$ cat src/rtl/sinc3.sv
// sinc3: third-order CIC decimator turning a 1-bit PDM stream into 8-bit
// unsigned PCM at mclk1/DEC. Single clock domain (mclk1), synchronous
// active-low reset. The output strobe data_en is one mclk1 cycle wide and
// coincides with the DATA update, so a consumer in another domain can simply
// edge-detect it.
//
// Handshake: there is no back-pressure. data_en is a pure valid strobe. DATA
// is stable from the edge that raises data_en until the next such edge.
//
// Pipeline: integrators run every cycle. The comb chain updates on the tick
// cycle, where cnt == DEC-1. The output register loads on the cycle after the
// tick. This gives a first strobe DEC+1 cycles after reset release and a
// strobe every DEC cycles after that.
//
// DEC must be a power of two in 8..256. The counter relies on natural
// wrap-around, and the output slice relies on DEC^3 being 2^(ACC_W-1).
module sinc3 #(
  parameter int DEC = 64
) (
  input  logic       mclk1,
  input  logic       reset,
  input  logic       mdata1,
  output logic [7:0] DATA,
  output logic       data_en
);

  localparam int CNT_W = $clog2(DEC);
  localparam int ACC_W = 3 * CNT_W + 1;
  localparam logic [ACC_W-1:0] SAT_LIM = ACC_W'(1) << (ACC_W - 1);

  logic [ACC_W-1:0] r_i1, r_i2, r_i3;
  logic [ACC_W-1:0] r_c1, r_c2, r_c3;
  logic [ACC_W-1:0] r_z1, r_z2, r_z3;
  logic [CNT_W-1:0] r_cnt;
  logic             r_tick_d;

  logic             w_tick;
  logic [7:0]       w_pcm;

  // The tick marks the last cycle of each decimation frame.
  assign w_tick = (r_cnt == CNT_W'(DEC - 1));

  // Full scale (DEC^3) does not fit the 8-bit slice, so it is forced to 0xFF.
  // Every other result takes bits [ACC_W-2 -: 8] and is truncated, not rounded.
  assign w_pcm = (r_c3 >= SAT_LIM) ? 8'hFF : 8'(r_c3 >> (ACC_W - 9));

  // Integrator cascade, modulo 2^ACC_W. Wrap-around cancels in the combs.
  always_ff @(posedge mclk1) begin
    if (!reset) begin
      r_i1 <= '0;
      r_i2 <= '0;
      r_i3 <= '0;
    end else begin
      r_i1 <= r_i1 + ACC_W'(mdata1);
      r_i2 <= r_i2 + r_i1;
      r_i3 <= r_i3 + r_i2;
    end
  end

  // Decimation counter, plus a one-cycle delayed tick that launches the output stage.
  always_ff @(posedge mclk1) begin
    if (!reset) begin
      r_cnt    <= '0;
      r_tick_d <= 1'b0;
    end else begin
      r_cnt    <= r_cnt + CNT_W'(1);
      r_tick_d <= w_tick;
    end
  end

  // Pipelined comb chain. Each stage differences against its previous tick's input.
  always_ff @(posedge mclk1) begin
    if (!reset) begin
      r_c1 <= '0;
      r_c2 <= '0;
      r_c3 <= '0;
      r_z1 <= '0;
      r_z2 <= '0;
      r_z3 <= '0;
    end else if (w_tick) begin
      r_c1 <= r_i3 - r_z1;
      r_z1 <= r_i3;
      r_c2 <= r_c1 - r_z2;
      r_z2 <= r_c1;
      r_c3 <= r_c2 - r_z3;
      r_z3 <= r_c2;
    end
  end

  // Output register and strobe. DATA holds its value between strobes.
  always_ff @(posedge mclk1) begin
    if (!reset) begin
      DATA    <= 8'h00;
      data_en <= 1'b0;
    end else begin
      data_en <= r_tick_d;
      if (r_tick_d) begin
        DATA <= w_pcm;
      end
    end
  end

endmodule

$ cat config.mk
export PLATFORM = sky130hd
export DESIGN_NAME = sinc3
export DESIGN_NICKNAME = d
export VERILOG_FILES = /design/src/rtl/sinc3.sv
export SDC_FILE = /design/constraint.sdc
export NUM_CORES = 1
export LEC_CHECK = 0
export BUFFER_PORTS_ARGS = -buffer_cell sky130_fd_sc_hd__buf_2
export CAP_MARGIN = 20
export CORE_MARGIN = 2
export CORE_UTILIZATION = 55
export CTS_BUF_LIST = sky130_fd_sc_hd__clkbuf_8
export CTS_CLUSTER_DIAMETER = 40
export DETAILED_ROUTE_END_ITERATION = 8
export PLACE_DENSITY = 0.85
export SLEW_MARGIN = 20
export SYNTH_ARGS = -nofsm -noshare
export SYNTH_HDL_FRONTEND = slang
export SYNTH_SLANG_ARGS = --single-unit
$ cat constraint.sdc
create_clock -name mclk1 -period 2.3 [get_ports mclk1]
set_input_delay 0.46 -clock mclk1 [delete_from_list [all_inputs] [get_ports mclk1]]
set_output_delay 0.46 -clock mclk1 [all_outputs]
set_load 0.05 [all_outputs]
# After elaboration in Yosys (flattened, before gate mapping)
# Index checks and enable logic that the tools add are counted.
# word_totals
register_bits,187
in_bits,3
# classes
muxes,1
eq_ne,1
addsub,7
magnitude_cmp,1
# op_table
cell,n
$sub A19 B19 Y19,3
$add A19 B19 Y19,2
$add A19 B1 Y19,1
$ge A19 B19 Y1 const B,1
$mux W8,1
$add A6 B1 Y6 const B,1
$eq A6 B6 Y1 const B,1

# Logic depth before layout (Yosys ltp)
# Gate-level depths: netlist (run 1).
# logic_depth
ltp_word,2
depth_mapped,11
depth_no_buf,11

# Worst setup path before layout (run 1)
# OpenSTA, ideal clock, no wires.
# synth_path
path_kind,register to register
startpoint,register r_i1[0]
endpoint,register r_i2[16]
arrival_time_ns,2.303
path_stages_with_launch,11
path_slack_ns,-0.075
t_required_ns,2.228
cell_sequence,dfxtp_1 ha_1 inv_1 fa_1 nor2b_4 o31a_1 o41a_1 a311oi_2 o21ai_2 a21oi_2 mux2i_1
# synth_between
elab_chain_len,1
# synth_rtl
element,line,text
"start, declared",31,"logic [ACC_W-1:0] r_i1, r_i2, r_i3;"
"start signal, assigned",54,r_i1 <= r_i1 + ACC_W'(mdata1);
$add A19 B19 Y19,55,r_i2 <= r_i2 + r_i1;
"end signal, assigned",55,
"end, declared",31,
# Every way passes these cells.
# A chain may end at the register's enable or synchronous reset.

# Final worst setup path (run 1)
# layout_path
startpoint,register r_i2[0]
endpoint,register r_i2[16]
# layout_between
elab_chain_len,1
# layout_rtl
element,line
$add A19 B19 Y19,55
# Every way passes these cells.

==> results of run 1 <==
[final timing paths]
kind / start / cells after the start / slack (ns) / end
worst max-delay path: r_i2[0]$_SDFF_PN0_ / 10 / -0.07 / r_i2[16]$_SDFF_PN0_
worst min-delay path: mdata1 / 3 / 0.33 / r_i1[0]$_SDFF_PN0_
worst max register to register: r_i2[0]$_SDFF_PN0_ / 10 / -0.07 / r_i2[16]$_SDFF_PN0_
worst min register to register: r_z2[3]$_SDFFE_PN0P_ / 2 / 0.46 / r_z2[3]$_SDFFE_PN0P_
[registers in the layout (all words and copies together) (netlist names), 9 cells and up]
register and cells:
r_z3 19, r_z2 19, r_c2 19, r_c3 9
r_i1 19, r_z1 19, r_i3 19, r_i2 19
r_c1 19
[cells in the mapped netlist (11+ instances only)]
cell	n	area [um2]
nand3_1	18	90.1
ha_1	92	1150
nor2_1	97	364
o21a_1	12	90.1
xor2_1	40	350
dfxtp_1	177	3540
a31oi_1	12	75.1
a21oi_1	130	651
a21o_1	27	203
o21ai_0	69	345
nand2_1	221	830
and2_1	12	75.1
a211oi_1	16	120
nor3_1	12	60.1
clkbuf_1	39	146
xnor2_1	39	342
and3_1	11	68.8
inv_1	73	274
[what timing repair did]
item                                    in CTS  in global routing
endpoints found under the setup margin      18                 31
gates resized for setup                     32                 55
buffers inserted                            10                  9
pin swaps                                   10                 37
cloned                                       0                  0
[per-layer routing]
metal,up-vias,track usage
met5,-,0
met4,0,0.0888
met3,32,0.0394
met2,125,0.414
met1,3836,0.248
li1,4317,-
[kinds of logic after synthesis]
family                   Yosys count
XOR/XNOR                          79
multiplexers                       9
adder cells (fa/ha/maj)           96
AO/OA/AOI/OAI                    332
flip-flops                       177
AND/OR/NAND/NOR                  416
buffers and inverters            115
[final cells by class]
class / instances / area, um2
clock buffers: 19 / 262
clock inverters: 13 / 115
fillers: 1429 / 6160
inverters: 73 / 279
multi-input cells: 932 / 6170
flip-flops and latches: 177 / 3550
well taps: 225 / 282
repair buffers: 70 / 531
[stage by stage]
stage | TNS [ns] | power [uW]
2_1_floorplan | 0 | 3410
3_3_place_gp | -0.169 | 3500
3_5_place_dp | -1.03 | 3510
4_1_cts | -0.148 | 5560
5_1_grt | -1.06 | 5770
6_report | -0.132 | 5560
[power by group]
part / internal (uW) / total (uW) / switching (uW)
logic: 203 / 409 / 206
clock network: 843 / 2030 / 1190
registers: 3090 / 3120 / 28.1
total: 4140 / 5560 / 1420
[worst register-to-register path: cells and delay by family, from the launching register on]
kind	cells	cell delay, ns
DFF	1	0.37
muxes	1	0.18
AOI/OAI and AO/OA	5	1.30
adders and majority gates	2	0.38
buffers and inverters	1	0.05
and+or+nand+nor	1	0.05
==> flow_metrics.py, run 1 <==
metrics = {
    "outcome": {
        "run_status": "finished, violations left",
        "violations_in_the_final_reports": "setup timing",
    },
    "critical_path": {
        "critPathLaunchType": "flip-flop",
        "timing.critical_path.slowest_stage_cell": "a311oi_2",
        "critPathMaxFanout": 3,
        "critical-path-max-stage-delay_ns": 0.40,
        "crit_type": "reg2reg",
        "setup.worst_path.end_class": "flip-flop",
        "worst-endpoint-required_ns": 2.70,
        "cp.arrival_ns": 2.77,
        "buffer_and_inverter_count_on_the_worst_path": 1,
        "crit_family": "compound AO/OA/AOI/OAI gates",
        "timing.critical_path.cells": "ha_4 -> inv_2 -> fa_2 -> nor2b_4 -> o31a_1 -> o41a_1 -> a311oi_2 -> o21ai_2 -> a21oi_2 -> mux2i_1",
    },
    "finish": {
        "finalCoreUtilization": 0.645,
        "final_non_filler_cell_area_mm2": 0.0112,
        "layout.cells.most_common_list": "nand2_1, dfxtp_1, a21oi_1, nor2_1, ha_1",
        "n_antenna_cell": 0,
        "area.growth.synth_to_final_pct": 14.0,
        "design.final.nets": 1370,
        "drive_above_1_share": 0.133,
        "mostFrequentLayoutCell": "nand2_1",
        "fin_cells": 1509,
    },
    "place": {
        "pre_cts_ws_ns": -0.137,
        "dpl-instance-area_mm2": 0.0103,
        "number_of_port_buffers": 11,
        "gp_congestion": 0.856,
        "place.detailed.hpwl_um": 13700,
        "number_of_cells_in_the_design_after_placement": 1460,
    },
    "sta": {
        "rsz0062_at_grt": "true",
        "tcrit_tclk_final": 1.03,
        "clock-skew-final_ns": 0.0129,
        "final_setup_vio_count": 3,
        "final_max_slew_viol_count": 0,
        "timing.fmax_ghz": 0.422,
        "final_period_minus_worst_setup_slack_ns": 2.37,
        "timing.final.ws_setup_ns": -0.0681,
        "hold_viol_final": 0,
        "timing_worst_slew_pin_value_ns": 0.540,
        "whs_ns": 0.331,
        "normalized_max_slew_margin": 0.640,
    },
    "synthesis": {
        "post_synth_xor_area_fraction": 0.0705,
        "cell_area_after_technology_mapping_mm2": 0.00982,
        "synth.yosys.warnings": 0,
        "yosys.cell_types.count": 63,
        "async_reset_ff_frac": 0,
        "synth-compound-area-share": 0.208,
        "post_synth.cell_area_avg_um2": 8.02,
        "post_synth_fa_ha_maj_area_fraction": 0.125,
        "synth_simple_gate_area_frac": 0.182,
        "synth_enable_flop_cells": 0,
        "dominant_combinational_cell_family_by_area_after_synthesis": "compound AO/OA/AOI/OAI gates",
        "syn-instance-count": 1224,
        "syn-num-nets": 1323,
        "ys_ff_latch": 177,
        "yosys-mux-area-fraction": 0.00918,
        "synth_seq_area_share": 0.361,
        "most_frequently_used_flop_master_after_synthesis": "dfxtp_1",
    },
    "cts": {
        "clock_latency_on_the_worst_skew_pair_ns": 0.47,
        "clock-root-buffer": "clkbuf_8",
        "cts_buffer_depth": 2,
        "cts_htree_levels": 4,
        "clkSinkCount": 177,
        "cts_tree": "done",
        "cts.hold.buffers_added": 0,
        "worst_setup_hold_path_clk_slew_ns": 0.09,
        "cts_made_buffers": 17,
    },
    "floorplan": {
        "ioPinCount": 12,
        "fp.dieW_um": 138,
        "design.die.area_mm2": 0.0189,
        "placement_rows": 48,
        "die-height_um": 138,
        "initial_core_util": 0.566,
        "core_region_area_mm2": 0.0174,
    },
    "drt": {
        "route.final.wire_length_um": 20200,
        "drt-initial-drc-count": 383,
        "via_count": 8310,
        "wl_met1_um": 8780,
        "post_drt_via_cell_ratio": 5.51,
        "wl_per_cell_um": 13.4,
        "maxUsedRoutingLayer": "met4",
        "route.met2.wl_um": 10500,
        "route.met3.wl_um": 547,
        "ant_nets": 0,
        "drtPass1Iterations": 4,
        "drc_errors": 0,
    },
    "power_and_ir_drop": {
        "ir_drop_mv": 0.496,
        "power_density_mw_per_mm2": 497,
        "power.static_leakage_uw": 0.00469,
    },
    "hold_path": {
        "hold_class": "in2reg",
    },
    "grt": {
        "grt_pass1_wl_um": 34300,
        "antenna_found_initial": 0,
        "grt-ovfl-total": 0,
        "first_global_vias": 7982,
        "grt_usage": 0.222,
        "grt_start_max_net_pins": 111,
    },
    "run": {
        "timing.max_cap.violations": 0,
    },
}
Note: power is estimated with default switching activity, not from simulation.
==> run 2, diff against run 1 <==
--- a/config.mk
+++ b/config.mk
@@ -7,12 +7,14 @@
 export LEC_CHECK = 0
 export BUFFER_PORTS_ARGS = -buffer_cell sky130_fd_sc_hd__buf_2
 export CAP_MARGIN = 20
+export CELL_PAD_IN_SITES_DETAIL_PLACEMENT = 1
+export CELL_PAD_IN_SITES_GLOBAL_PLACEMENT = 1
 export CORE_MARGIN = 2
-export CORE_UTILIZATION = 55
+export CORE_UTILIZATION = 45
 export CTS_BUF_LIST = sky130_fd_sc_hd__clkbuf_8
 export CTS_CLUSTER_DIAMETER = 40
 export DETAILED_ROUTE_END_ITERATION = 8
-export PLACE_DENSITY = 0.85
+export PLACE_DENSITY = 0.88
 export SLEW_MARGIN = 20
 export SYNTH_ARGS = -nofsm -noshare
 export SYNTH_HDL_FRONTEND = slang
==> flow_metrics.py, run 2 (synthesis gave the netlist of run 1 again) <==
metrics = {
    "outcome": {
        "run_status": "finished, violations left",
        "violations_in_the_final_reports": "setup timing",
    },
    "sta": {
        "hold_viol_final": 0,
        "final_setup_vio_count": 18,
        "tcrit_tclk_final": 1.08,
        "timing.final.ws_setup_ns": -0.178,
        "rsz0062_at_grt": "true",
        "clock-skew-final_ns": 0.0273,
        "final_max_slew_viol_count": 0,
        "whs_ns": 0.291,
        "timing_worst_slew_pin_value_ns": 0.678,
        "normalized_max_slew_margin": 0.544,
        "timing.fmax_ghz": 0.404,
        "final_period_minus_worst_setup_slack_ns": 2.48,
    },
    "place": {
        "gp_congestion": 0.845,
        "number_of_port_buffers": 11,
        "place.detailed.hpwl_um": 18500,
        "dpl-instance-area_mm2": 0.0105,
    },
    "grt": {
        "grt_start_max_net_pins": 130,
        "grt-ovfl-total": 0,
        "first_global_vias": 9348,
        "grt_usage": 0.244,
        "grt_pass1_wl_um": 44900,
        "antenna_found_initial": 0,
    },
    "critical_path": {
        "worst-endpoint-required_ns": 2.68,
        "critPathLaunchType": "flip-flop",
        "critical-path-max-stage-delay_ns": 0.39,
        "setup.worst_path.end_class": "flip-flop",
        "critPathMaxFanout": 3,
        "cp.arrival_ns": 2.86,
        "crit_type": "reg2reg",
        "timing.critical_path.slowest_stage_cell": "o41a_1",
        "timing.critical_path.cells": "ha_4 -> inv_2 -> fa_2 -> nor2b_4 -> o31a_1 -> o41a_1 -> a311oi_4 -> buf_4 -> o21ai_2 -> xnor2_1 -> nor2_1",
    },
    "floorplan": {
        "ioPinCount": 12,
        "die-height_um": 152,
        "placement_rows": 54,
        "core_region_area_mm2": 0.0216,
        "initial_core_util": 0.454,
        "fp.dieW_um": 152,
        "design.die.area_mm2": 0.0230,
    },
    "drt": {
        "route.final.wire_length_um": 30800,
        "via_count": 9221,
        "drtPass1Iterations": 6,
        "wl_per_cell_um": 19.5,
        "ant_nets": 0,
        "drc_errors": 0,
        "post_drt_via_cell_ratio": 5.84,
        "drt-initial-drc-count": 607,
    },
    "power_and_ir_drop": {
        "total_switching_power_uw": 1680,
        "internal_power_uw": 4110,
        "power_switching_share": 0.290,
        "combinationalPowerShare": 0.075,
        "ir_drop_mv": 0.328,
        "power_frac_seq": 0.540,
        "power.static_leakage_uw": 0.00476,
        "clock_power_share": 0.385,
        "power_density_mw_per_mm2": 505,
    },
    "finish": {
        "area.growth.synth_to_final_pct": 16.8,
        "drive_above_1_share": 0.151,
        "final_non_filler_cell_area_mm2": 0.0115,
        "finalCoreUtilization": 0.530,
        "design.final.nets": 1384,
        "layout.cells.most_common_list": "nand2_1, dfxtp_1, a21oi_1, nor2_1, ha_1",
        "n_antenna_cell": 0,
        "mostFrequentLayoutCell": "nand2_1",
    },
    "cts": {
        "worst_setup_hold_path_clk_slew_ns": 0.12,
        "cts.hold.buffers_added": 0,
        "clock-root-buffer": "clkbuf_8",
        "cts_tree": "done",
        "cts_made_buffers": 17,
        "clkSinkCount": 177,
        "cts_buffer_depth": 2,
        "clock_latency_on_the_worst_skew_pair_ns": 0.51,
        "cts_htree_levels": 4,
    },
    "run": {
        "timing.max_cap.violations": 0,
    },
    "hold_path": {
        "hold_class": "in2reg",
    },
}
## run 2: cell count changes in the layout (fill, tap and decap cells not counted), sizes merged
cell,change
inv,-2
clkbuf,-2
buf,+14
clkinv,+4
## run 2: stage by stage
stage / TNS (ns) / power [uW] / instances / worst slack [ns]
global route: -3.46 / 5970 / 1578 / -0.250
CTS: -0.142 / 5700 / 1566 / -0.0451
global placement: -0.471 / 3500 / 1527 / -0.160
finish: -1.41 / 5790 / 1578 / -0.178
detailed placement: -1.82 / 3520 / 1527 / -0.287
floorplan: 0 / 3410 / 1224 / 0.0378
## run 2: final cells by class
class / count / area (um2)
Tap cell: 280 / 350
Multi-Input combinational cell: 932 / 6240
Fill cell: 2615 / 10200
Clock buffer: 17 / 234
Inverter: 73 / 277
Timing Repair Buffer: 84 / 644
Clock inverter: 15 / 171
Sequential cell: 177 / 3560
## run 2: final timing paths
path / endpoint / slack, ns / cells past startpoint / startpoint
max reg2reg: r_i2[18]$_SDFF_PN0_ / -0.18 / 11 / r_i2[0]$_SDFF_PN0_
max: r_i2[18]$_SDFF_PN0_ / -0.18 / 11 / r_i2[0]$_SDFF_PN0_
min reg2reg: r_z3[0]$_SDFFE_PN0P_ / 0.46 / 2 / r_z3[0]$_SDFFE_PN0P_
min: r_i1[0]$_SDFF_PN0_ / 0.29 / 3 / mdata1
## run 2: per-layer routing
metal / up-vias / wire length, um / global-route usage
li1: 4358 / - / -
met1: 4577 / 12700 / 0.275
met2: 210 / 16200 / 0.457
met3: 76 / 953 / 0.0368
met4: 0 / 996 / 0.0963
met5: - / 0 / 0
## run 2: repair_timing
item,in CTS,in global routing
gates resized for setup,34,63
setup endpoints to repair,23,36
pin swaps,14,29
gates cloned,0,0
setup buffers,7,12
## run 2: critical path: cells and delay by family (launching register included)
family	cells	cell delay [ns]
fa+ha+maj	2	0.39
compound gates	4	1.09
flops	1	0.36
xor+xnor	1	0.18
buf+inv	2	0.24
simple gates	2	0.12
## run 2: power groups by stage
stage	clock (uW)	sequential, uW	combinational, uW
after floorplan	0	3170	235
after CTS	2220	3110	366
final	2230	3120	434
after detailed placement	0	3180	343
after global routing	2370	3120	475
after global placement	0	3170	325
==> run 3, diff against run 2 <==
--- a/config.mk
+++ b/config.mk
@@ -15,6 +15,7 @@
 export CTS_CLUSTER_DIAMETER = 40
 export DETAILED_ROUTE_END_ITERATION = 8
 export PLACE_DENSITY = 0.88
+export SKIP_CTS_REPAIR_TIMING = 1
 export SLEW_MARGIN = 20
 export SYNTH_ARGS = -nofsm -noshare
 export SYNTH_HDL_FRONTEND = slang
==> flow_metrics.py, run 3 (synthesis gave the netlist of run 1 again) <==
metrics = {
    "grt": {
        "grt_usage": 0.232,
        "first_global_vias": 9137,
        "antenna_found_initial": 0,
        "grt-ovfl-total": 0,
        "grt_pass1_wl_um": 43300,
        "grt_start_max_net_pins": 130,
    },
    "critical_path": {
        "worstSetupEndpoint": "r_i3[18]$_SDFF_PN0_",
        "timing.rr.end": "r_i3[18]$_SDFF_PN0_",
        "critical-path-max-stage-delay_ns": 0.43,
        "timing.critical_path.slowest_stage_cell": "o41ai_2",
        "crit_type": "reg2reg",
        "ff2ff_setup_slack_ns": -0.21,
        "setup.worst_path.end_class": "flip-flop",
        "cp.arrival_ns": 2.92,
        "critPathMaxFanout": 3,
        "timing.critical_path.cells": "ha_4 -> inv_1 -> fa_1 -> nor2b_2 -> o31a_1 -> o41ai_2 -> nor4_2 -> o211ai_1 -> nand3_1 -> a21oi_1",
        "critPathLaunchType": "flip-flop",
        "critical_path.reg2reg.startpoint": "r_i2[0]$_SDFF_PN0_",
        "critPathLaunch": "r_i2[0]$_SDFF_PN0_",
        "reg2reg_depth": 10,
        "worst-endpoint-required_ns": 2.71,
    },
    "outcome": {
        "violations_in_the_final_reports": "setup timing",
        "run_status": "finished, violations left",
    },
    "floorplan": {
        "placement_rows": 54,
        "design.die.area_mm2": 0.0230,
        "initial_core_util": 0.454,
        "fp.dieW_um": 152,
        "die-height_um": 152,
        "core_region_area_mm2": 0.0216,
        "ioPinCount": 12,
    },
    "sta": {
        "normalized_max_slew_margin": 0.534,
        "tcrit_tclk_final": 1.09,
        "clock-skew-final_ns": 0.0225,
        "timing.fmax_ghz": 0.398,
        "final_period_minus_worst_setup_slack_ns": 2.51,
        "fin_setup_tns_ns": -1.48,
        "hold_viol_final": 0,
        "timing.final.ws_setup_ns": -0.211,
        "timing_worst_slew_pin_value_ns": 0.699,
        "rsz0062_at_grt": "true",
        "final_max_slew_viol_count": 0,
        "final_setup_vio_count": 14,
    },
    "cts": {
        "worst_setup_hold_path_clk_slew_ns": 0.11,
        "cts_tree": "done",
        "cts_buffer_depth": 2,
        "cts_made_buffers": 17,
        "clock_latency_on_the_worst_skew_pair_ns": 0.50,
        "clock-root-buffer": "clkbuf_8",
        "clkSinkCount": 177,
        "cts_htree_levels": 4,
    },
    "power_and_ir_drop": {
        "power.static_leakage_uw": 0.00474,
        "ir_drop_mv": 0.344,
        "power_density_mw_per_mm2": 506,
    },
    "drt": {
        "ant_nets": 0,
        "post_drt_via_cell_ratio": 5.74,
        "drc_errors": 0,
        "drtPass1Iterations": 5,
        "wl_per_cell_um": 18.8,
        "drt-initial-drc-count": 527,
        "via_count": 9031,
        "route.final.wire_length_um": 29500,
    },
    "finish": {
        "mostFrequentLayoutCell": "nand2_1",
        "finalCoreUtilization": 0.532,
        "n_antenna_cell": 0,
        "design.final.nets": 1380,
        "layout.cells.most_common_list": "nand2_1, dfxtp_1, a21oi_1, nor2_1, ha_1",
        "multiInputGateArea_mm2": 0.00629,
        "count_of_filler_cells_inserted_in_the_layout": 2595,
        "drive_above_1_share": 0.147,
        "seq_area_mm2": 0.00357,
        "area.growth.synth_to_final_pct": 17.2,
    },
    "run": {
        "timing.max_cap.violations": 0,
    },
    "hold_path": {
        "hold_class": "in2reg",
        "worstHoldPathCells": 3,
    },
    "place": {
        "number_of_port_buffers": 11,
        "gp_congestion": 0.845,
        "place.detailed.hpwl_um": 18500,
    },
}
run 3: cell count changes in the layout (fill, tap and decap cells not counted), sizes merged:
cell and change:
buf -4
run 3: worst min path at each step:
stage                           endpoint                  from  slack, ns
global route          r_i1[0]$_SDFF_PN0_                mdata1       0.31
detailed placement  r_z3[0]$_SDFFE_PN0P_  r_z3[0]$_SDFFE_PN0P_       0.44
floorplan            r_cnt[0]$_SDFF_PN0_   r_cnt[0]$_SDFF_PN0_       0.42
finish                r_i1[0]$_SDFF_PN0_                mdata1       0.28
CTS                   r_i1[0]$_SDFF_PN0_                mdata1       0.29
global placement     r_cnt[0]$_SDFF_PN0_   r_cnt[0]$_SDFF_PN0_       0.43
run 3: final cells by class:
class / instances / share of cell area
inverters: 73 / 0.0240
flip-flops and latches: 177 / 0.310
well taps: 280 / 0.0304
repair buffers: 80 / 0.0537
clock inverters: 15 / 0.0149
multi-input cells: 932 / 0.547
clock buffers: 17 / 0.0203
run 3: worst max-delay path: cells and delay by family (launching register included):
kind | cells | cell delay, ns
adder cells (fa/ha/maj) | 2 | 0.38
flip-flops | 1 | 0.38
AND/OR/NAND/NOR | 3 | 0.34
buffers and inverters | 1 | 0.07
AO/OA/AOI/OAI | 4 | 1.23
run 3: through the flow:
step	instance area [um2]	setup WS [ns]	hold slack, ns	instances	power, uW
global route	11500	-0.370	0.309	1574	6020
global placement	10500	-0.160	0.433	1527	3500
floorplan	9820	0.0378	0.418	1224	3410
finish	11500	-0.211	0.283	1574	5820
CTS	10900	-0.320	0.285	1559	5680
detailed placement	10500	-0.287	0.442	1527	3520
run 3: metal layers:
| metal | track usage | routed length (um) | vias up |
|---|---|---|---|
| li1 | - | - | 4346 |
| met1 | 0.270 | 12200 | 4476 |
| met2 | 0.435 | 15700 | 143 |
| met3 | 0.0305 | 679 | 66 |
| met4 | 0.0810 | 921 | 0 |
| met5 | 0 | 0 | - |
run 3: where the power goes:
part           internal [uW]  total (uW)  switching [uW]
logic                    228         482             253
clock network            822        2210            1390
registers               3090        3120            32.2
